`src/rtl/mss_ahb_capture_slave.sv`:
```
`default_nettype none
// +--------------------------------------------------------------------------+
// | Module   : mss_ahb_capture_slave                                         |
// | Purpose  : AHB-lite slave on the MSS master port exposing NUM_CH capture |
// |            channels. Each channel buffers 32-bit producer words in a     |
// |            FIFO that firmware drains through register reads; a           |
// |            threshold/overflow interrupt drives FABINT.                   |
// | Ports    : FAB_CLK, M2F_RESET_N (async, active low)                      |
// |            MSSHADDR/TRANS/SIZE/WRITE/WDATA  AHB request in               |
// |            MSSHRDATA/READY/RESP             AHB response out             |
// |            FABINT                           level interrupt, registered  |
// |            ch_valid/ch_data in, ch_ready out  per-channel producer side  |
// | Revision : 1.0  initial release                                          |
// +--------------------------------------------------------------------------+
module mss_ahb_capture_slave #(
  parameter int NUM_CH     = 2,
  parameter int FIFO_DEPTH = 16,
  parameter int ADDR_W     = 20
) (
  input  logic                     FAB_CLK,
  input  logic                     M2F_RESET_N,
  input  logic [ADDR_W-1:0]        MSSHADDR,
  input  logic [1:0]               MSSHTRANS,
  input  logic [1:0]               MSSHSIZE,
  input  logic                     MSSHWRITE,
  input  logic [31:0]              MSSHWDATA,
  output logic [31:0]              MSSHRDATA,
  output logic                     MSSHREADY,
  output logic                     MSSHRESP,
  output logic                     FABINT,
  input  logic [NUM_CH-1:0]        ch_valid,
  input  logic [32*NUM_CH-1:0]     ch_data,
  output logic [NUM_CH-1:0]        ch_ready
);

  localparam int c_PW = $clog2(FIFO_DEPTH);
  localparam int c_CW = c_PW + 1;
  localparam logic [7:0]      c_OFF_CTRL   = 8'h00;
  localparam logic [7:0]      c_OFF_STATUS = 8'h04;
  localparam logic [7:0]      c_OFF_DATA   = 8'h08;
  localparam logic [7:0]      c_OFF_THRESH = 8'h0C;
  localparam logic [c_CW-1:0] c_CNT_FULL   = c_CW'(FIFO_DEPTH);
  localparam logic [c_CW-1:0] c_CNT_ONE    = c_CW'(1);
  localparam logic [c_PW-1:0] c_PTR_ONE    = c_PW'(1);

  // Data-phase tracker. RD1/ER1 are the wait cycles (READY low).
  typedef enum logic [2:0] {
    S_IDLE = 3'd0,
    S_WR   = 3'd1,
    S_RD1  = 3'd2,
    S_RD2  = 3'd3,
    S_ER1  = 3'd4,
    S_ER2  = 3'd5
  } state_t;

  state_t            r_state;
  state_t            w_state_nxt;
  logic [3:0]        r_ch;
  logic [7:0]        r_off;
  logic [31:0]       r_rdata;
  logic              r_fabint;

  logic [NUM_CH-1:0] r_en;
  logic [NUM_CH-1:0] r_irq_en;
  logic [NUM_CH-1:0] r_ovf;
  logic [15:0]       r_thr [NUM_CH];
  logic [c_PW-1:0]   r_wp  [NUM_CH];
  logic [c_PW-1:0]   r_rp  [NUM_CH];
  logic [c_CW-1:0]   r_cnt [NUM_CH];
  logic [31:0]       r_mem [NUM_CH][FIFO_DEPTH];

  logic              w_accept;
  logic              w_addr_err;
  logic [31:0]       w_rd_word;
  logic [NUM_CH-1:0] w_wr_sel;
  logic [NUM_CH-1:0] w_full;
  logic [NUM_CH-1:0] w_empty;
  logic [NUM_CH-1:0] w_thr_hit;
  logic [NUM_CH-1:0] w_pop;
  logic [NUM_CH-1:0] w_push;
  logic [NUM_CH-1:0] w_ovf_set;
  logic [NUM_CH-1:0] w_ovf_clr;
  logic [NUM_CH-1:0] w_flush;
  logic              w_unused;

  // NONSEQ and SEQ are treated alike; unused write-data bits are ignored.
  assign w_unused = ^{MSSHTRANS[0], MSSHWDATA[31:25], MSSHWDATA[23:16]};

  assign w_accept   = MSSHTRANS[1] & MSSHREADY;
  assign w_addr_err = ({1'b0, MSSHADDR[11:8]} >= 5'(NUM_CH))
                    | (|MSSHADDR[ADDR_W-1:12])
                    | (MSSHSIZE != 2'b10);

  // ---------------------------------------------------------------- FSM
  always_ff @(posedge FAB_CLK or negedge M2F_RESET_N) begin
    if (!M2F_RESET_N) begin
      r_state <= S_IDLE;
      r_ch    <= 4'd0;
      r_off   <= 8'd0;
    end else begin
      r_state <= w_state_nxt;
      if (w_accept) begin
        r_ch  <= MSSHADDR[11:8];
        r_off <= MSSHADDR[7:0];
      end
    end
  end

  always_comb begin
    w_state_nxt = S_IDLE;
    MSSHREADY   = 1'b1;
    MSSHRESP    = 1'b0;
    if (w_accept) begin
      if (w_addr_err)     w_state_nxt = S_ER1;
      else if (MSSHWRITE) w_state_nxt = S_WR;
      else                w_state_nxt = S_RD1;
    end else begin
      case (r_state)
        S_RD1:   w_state_nxt = S_RD2;
        S_ER1:   w_state_nxt = S_ER2;
        default: w_state_nxt = S_IDLE;
      endcase
    end
    case (r_state)
      S_RD1: MSSHREADY = 1'b0;
      S_ER1: begin MSSHREADY = 1'b0; MSSHRESP = 1'b1; end
      S_ER2: MSSHRESP = 1'b1;
      default: ;
    endcase
  end

  // ------------------------------------------------- per-channel decode
  generate
    for (genvar c = 0; c < NUM_CH; c++) begin : g_ch
      logic w_hit;
      logic w_push_req;
      assign w_hit        = (r_ch == 4'(c));
      assign w_wr_sel[c]  = (r_state == S_WR) && w_hit;
      assign w_full[c]    = (r_cnt[c] == c_CNT_FULL);
      assign w_empty[c]   = (r_cnt[c] == '0);
      assign w_thr_hit[c] = (r_thr[c] != 16'd0) && (16'(r_cnt[c]) >= r_thr[c]);
      assign w_pop[c]     = (r_state == S_RD1) && w_hit && (r_off == c_OFF_DATA) && !w_empty[c];
      assign w_flush[c]   = w_wr_sel[c] && (r_off == c_OFF_CTRL) && MSSHWDATA[2];
      assign w_ovf_clr[c] = w_wr_sel[c] && (r_off == c_OFF_STATUS) && MSSHWDATA[24];
      assign w_push_req   = ch_valid[c] & r_en[c];
      // A full FIFO still accepts a word when the head leaves on the same edge.
      assign w_push[c]    = w_push_req & (!w_full[c] | w_pop[c]) & !w_flush[c];
      assign w_ovf_set[c] = w_push_req & w_full[c] & !w_pop[c];
      assign ch_ready[c]  = r_en[c] & !w_full[c];
    end
  endgenerate

  // ------------------------------------------- channel control and FIFO
  always_ff @(posedge FAB_CLK or negedge M2F_RESET_N) begin
    if (!M2F_RESET_N) begin
      r_en     <= '0;
      r_irq_en <= '0;
      r_ovf    <= '0;
      for (int c = 0; c < NUM_CH; c++) begin
        r_thr[c] <= 16'd1;
        r_wp[c]  <= '0;
        r_rp[c]  <= '0;
        r_cnt[c] <= '0;
      end
    end else begin
      for (int c = 0; c < NUM_CH; c++) begin
        if (w_wr_sel[c] && (r_off == c_OFF_CTRL)) begin
          r_en[c]     <= MSSHWDATA[0];
          r_irq_en[c] <= MSSHWDATA[1];
        end
        if (w_wr_sel[c] && (r_off == c_OFF_THRESH))
          r_thr[c] <= MSSHWDATA[15:0];
        // A fresh overflow event beats a simultaneous W1C.
        if (w_ovf_set[c])
          r_ovf[c] <= 1'b1;
        else if (w_ovf_clr[c])
          r_ovf[c] <= 1'b0;
        if (w_flush[c]) begin
          r_wp[c]  <= '0;
          r_rp[c]  <= '0;
          r_cnt[c] <= '0;
        end else begin
          if (w_push[c]) r_wp[c] <= r_wp[c] + c_PTR_ONE;
          if (w_pop[c])  r_rp[c] <= r_rp[c] + c_PTR_ONE;
          if (w_push[c] && !w_pop[c])
            r_cnt[c] <= r_cnt[c] + c_CNT_ONE;
          else if (!w_push[c] && w_pop[c])
            r_cnt[c] <= r_cnt[c] - c_CNT_ONE;
        end
      end
    end
  end

  // Storage is not reset: the pointers and count define what is valid.
  always_ff @(posedge FAB_CLK) begin
    for (int c = 0; c < NUM_CH; c++) begin
      if (w_push[c])
        r_mem[c][r_wp[c]] <= ch_data[32*c +: 32];
    end
  end

  // ------------------------------------------------------- read mux
  always_comb begin
    w_rd_word = 32'd0;
    for (int c = 0; c < NUM_CH; c++) begin
      if (r_ch == 4'(c)) begin
        case (r_off)
          c_OFF_CTRL:   w_rd_word = {29'd0, 1'b0, r_irq_en[c], r_en[c]};
          c_OFF_STATUS: w_rd_word = {6'd0, w_thr_hit[c], r_ovf[c], 6'd0,
                                     w_full[c], w_empty[c], 16'(r_cnt[c])};
          c_OFF_DATA:   w_rd_word = w_empty[c] ? 32'd0 : r_mem[c][r_rp[c]];
          c_OFF_THRESH: w_rd_word = {16'd0, r_thr[c]};
          default:      w_rd_word = 32'd0;
        endcase
      end
    end
  end

  always_ff @(posedge FAB_CLK or negedge M2F_RESET_N) begin
    if (!M2F_RESET_N) begin
      r_rdata  <= 32'd0;
      r_fabint <= 1'b0;
    end else begin
      if (r_state == S_RD1)
        r_rdata <= w_rd_word;
      r_fabint <= |(r_irq_en & (w_thr_hit | r_ovf));
    end
  end

  assign MSSHRDATA = r_rdata;
  assign FABINT    = r_fabint;

endmodule
`default_nettype wire
```
`config.mk`:
```
export PLATFORM = sky130hd
export DESIGN_NAME = mss_ahb_capture_slave
export DESIGN_NICKNAME = d
export VERILOG_FILES = /design/src/rtl/mss_ahb_capture_slave.sv
export SDC_FILE = /design/constraint.sdc
export NUM_CORES = 1
export LEC_CHECK = 0
export BUFFER_PORTS_ARGS = -buffer_cell sky130_fd_sc_hd__buf_2
export CORE_ASPECT_RATIO = 0.6
export CORE_MARGIN = 10
export CORE_UTILIZATION = 35
export CTS_CLUSTER_DIAMETER = 30
export CTS_CLUSTER_SIZE = 25
export DETAILED_ROUTE_END_ITERATION = 10
export HOLD_SLACK_MARGIN = 0.1
export SLEW_MARGIN = 5
export SYNTH_ARGS = -nofsm -noshare
export SYNTH_HDL_FRONTEND = slang
export SYNTH_SLANG_ARGS = --single-unit
```
`constraint.sdc`:
```
create_clock -name FAB_CLK -period 9.94 [get_ports FAB_CLK]
set_input_delay 1.988 -clock FAB_CLK [delete_from_list [all_inputs] [get_ports FAB_CLK]]
set_output_delay 1.988 -clock FAB_CLK [all_outputs]
set_load 0.02 [all_outputs]
```
==> summary.md <==
| Metric | Value |
|---|---|
| Worst-Skew Late Latency | approximately 770 ps |
| Pwr Density | 208 mW/mm^2 |
| P&R area growth vs syn | 17.7% |
| MaxCap Viol Count | 0 |
| Nets@finish | between 2000 and 3000 |
| Initial antenna violation count | 21 |
| Sequential area share after synthesis | 0.747 |
| Initial core utilization | 0.354 |
| RD Place Congestion | 0.879 |
| Most common cell after layout, fill and taps aside | edfxtp_1 |
| Clock share of power | 0.481 |
| WS Path Type | reg -> out |
| R2r setup slk | 6030 ps |
| GRT overflow | 0 |
| Share of post-route cells with drive strength above 1 | 0.341 |
| Share of total power in sequential cells | 0.485 |
| Drt drc | 0 |
| Gr usage total | 0.161 |
| Chip height | 298 microns |
| Worst slew margin | 0.0962 |
| CTS tree | built |
| Post-DR vias/cell | 5.43 |
| CTS clock-pin slew for the worst setup and hold paths | 60 ps |
| WL final | 117 mm |
| FF+latch count, synth | between 1000 and 1500 |
| EDFF count, synth | 1024 |
| Worst Path Required | 7950 ps |
| Largest net degree at the start of global routing | 102 |
| Power Internal | 8.49 mW |
| Main synth FF type | edfxtp_1 |
| First-pass GRT wire length | 168 mm |
| Hpwl dp | 68.9 mm |
| RSZ-0062 raised after global routing | no |
| Crit path launch type | flip-flop |
| Worst Path Arrival | 2660 ps |
| Slew at the pin with the worst max-slew slack | 1350 ps |
| Setup violators final | 0 |
| Mapped Cells | 2159 |
| Tightest Hold Check Type | reg -> reg |
| Root buffer cell | clkbuf_16 |
| Final hold vios | 0 |
| Inserted Clock Buffers | 146 |
| DR vias | about 23000 |
| Die width | just under 500 microns |
| Crit-path max FO | 8 |
| Fin Setup TNS | 0 ps |
| Sw Share | 0.227 |
| Synth async-reset ratio | 0.0986 |
| Core area | about 0.13 sq mm |
| Distinct cell type count after synthesis | 73 |
| Max VDD drop | 0.000138 V |
| Maximum clock frequency | 0.215 GHz |
| Net Count, Synth | 2314 |
| CTS H-Tree Depth | 4 |
| Setup bufs post-CTS | 0 |
| Detailed Route Iter0 Violations | 2468 |
| YS warnings | 0 |
| # clock sinks | 1136 |
| Worst-case clock buffer depth | 3 |
| Mean post-synth cell area | 20.8 sq um |
| IO Pins | between 150 and 200 |
| Tcrit/Tclk final | 0.468 |
| Most frequent cells in the layout | 1024 x edfxtp_1, 280 x mux4_2, 147 x clkbuf_16, 144 x buf_2, 104 x dfrtp_1 |
| Crit. End Element | primary output |
| # port buffers | 145 |
| Number of global-route vias before repair | 23400 |
| Routed Antenna Nets | 0 |
| Tmin final | 4650 ps |
| Synthesized cell area | 0.0449 sq mm |
| Placement Rows | about 100 |
| Worst Skew | 60.8 ps |
| Hold buffers post-CTS | 0 |
| Pins Over Slew Limit | 0 |
| Final hold slack | ~500 ps |
| Switching pwr | 2.50 mW |
| CTS resizes | 0 |
| Drt first pass iters | 6 |
| Gate power share | 0.034 |
| Status | completed |
| Lkg Pwr | around 18 nW |
| Die footprint | 0.144 sq mm |
| DR WL/cell | roughly 28 microns |
[worst paths after layout]
| path | cells past startpoint | endpoint | from |
|---|---|---|---|
| max | 4 | ch_ready[1] | r_cnt[0]$_DFFE_PN0P_ |
| min | 2 | MSSHRDATA[3]$_DFFE_PN0N_ | MSSHRDATA[3]$_DFFE_PN0N_ |
| max reg2reg | 5 | r_thr[1]$_DFFE_PN0P_ | r_off[1]$_DFFE_PN0P_ |
| min reg2reg | 2 | MSSHRDATA[3]$_DFFE_PN0N_ | MSSHRDATA[3]$_DFFE_PN0N_ |
| max in group asynchronous | 2 | MSSHRDATA[27]$_DFFE_PN0N_ | M2F_RESET_N |
| min in group asynchronous | 1 | r_off[2]$_DFFE_PN0P_ | M2F_RESET_N |
[cells by family after synthesis]
kind of cell	count (synthesis)	share of synthesized area
multiplexers	404	0.170
XOR/XNOR	12	0.00234
flip-flops	1136	0.747
buffers and inverters	132	0.0122
adder cells (fa/ha/maj)	30	0.00869
AO/OA/AOI/OAI	168	0.0276
AND/OR/NAND/NOR	277	0.0324
[per-stage QoR]
stage / utilization / worst slack, ps / instance area (sq um) / std cells / power, mW
after CTS: 0.416 / 5270 / 52800 / 4225 / 11.1
after global routing: 0.416 / 5150 / 52900 / 4226 / 11.3
after detailed placement: 0.377 / 5290 / 47900 / 3954 / 5.79
after global placement: 0.377 / 5390 / 47900 / 3954 / 5.77
final: 0.416 / 5290 / 52900 / 4229 / 11.0
after floorplan: - / 5290 / 44900 / 2159 / 5.61
[routing by layer]
metal  global-route usage  part of all wire  vias to the layer above
met3               0.0443             0.091                      185
met4               0.0436             0.020                        4
met1                0.233              0.44                    12200
met5                    0           0.00029                        -
li1                     -                 -                     9514
met2                0.237              0.45                     1048
[registers in the layout, summed over array words and instances, names as in the netlist, 3 cells and up]
register	flops
r_state	3
r_off	8
r_mem	1024
r_thr	32
r_wp	8
MSSHRDATA	32
r_rp	8
r_ch	4
r_cnt	10
[worst max-delay path, cell delays in order, from the launching register on]
cell and delay, ps:
dfrtp_1 480, nor4_1 660, nand2_1 330, and2_1 280, buf_2 180
[cell type report]
type | instances | area (sq um)
sequential | 1136 | 33600
timing repair buffer | 196 | 1120
inverter | 32 | 120
fill | 10900 | 74100
antenna | 4 | 10.0
clock inverter | 107 | 1200
clock buffer | 164 | 3760
multi-input combinational | 891 | 10900
tap | 1699 | 2130
[power groups by stage]
stage                     clock network (mW)  registers, mW  logic [mW]
after global placement                     0           5.42       0.349
after floorplan                            0           5.38       0.228
after detailed placement                   0           5.42       0.364
final                                   5.29           5.33       0.371
after CTS                               5.39           5.33       0.366
after global routing                    5.60           5.33       0.401
[synthesized netlist by cell type (all sizes together), types with 11 or more instances]
cell | n | area [sq um]
ha | 28 | 350
buf | 61 | 280
o21ai | 20 | 100
dfrtp | 110 | 2750
inv | 32 | 120
a22oi | 53 | 398
edfxtp | 1024 | 30700
nor2 | 45 | 174
a2bb2oi | 11 | 96.3
nor4 | 15 | 106
mux2i | 58 | 581
nand3 | 36 | 180
clkbuf | 39 | 146
nor3 | 14 | 91.3
nand2 | 94 | 353
mux2 | 66 | 743
mux4 | 280 | 6310
and2 | 30 | 188
o211ai | 13 | 97.6
a21oi | 18 | 93.8
No activity file was read; power rests on OpenSTA's default activity.
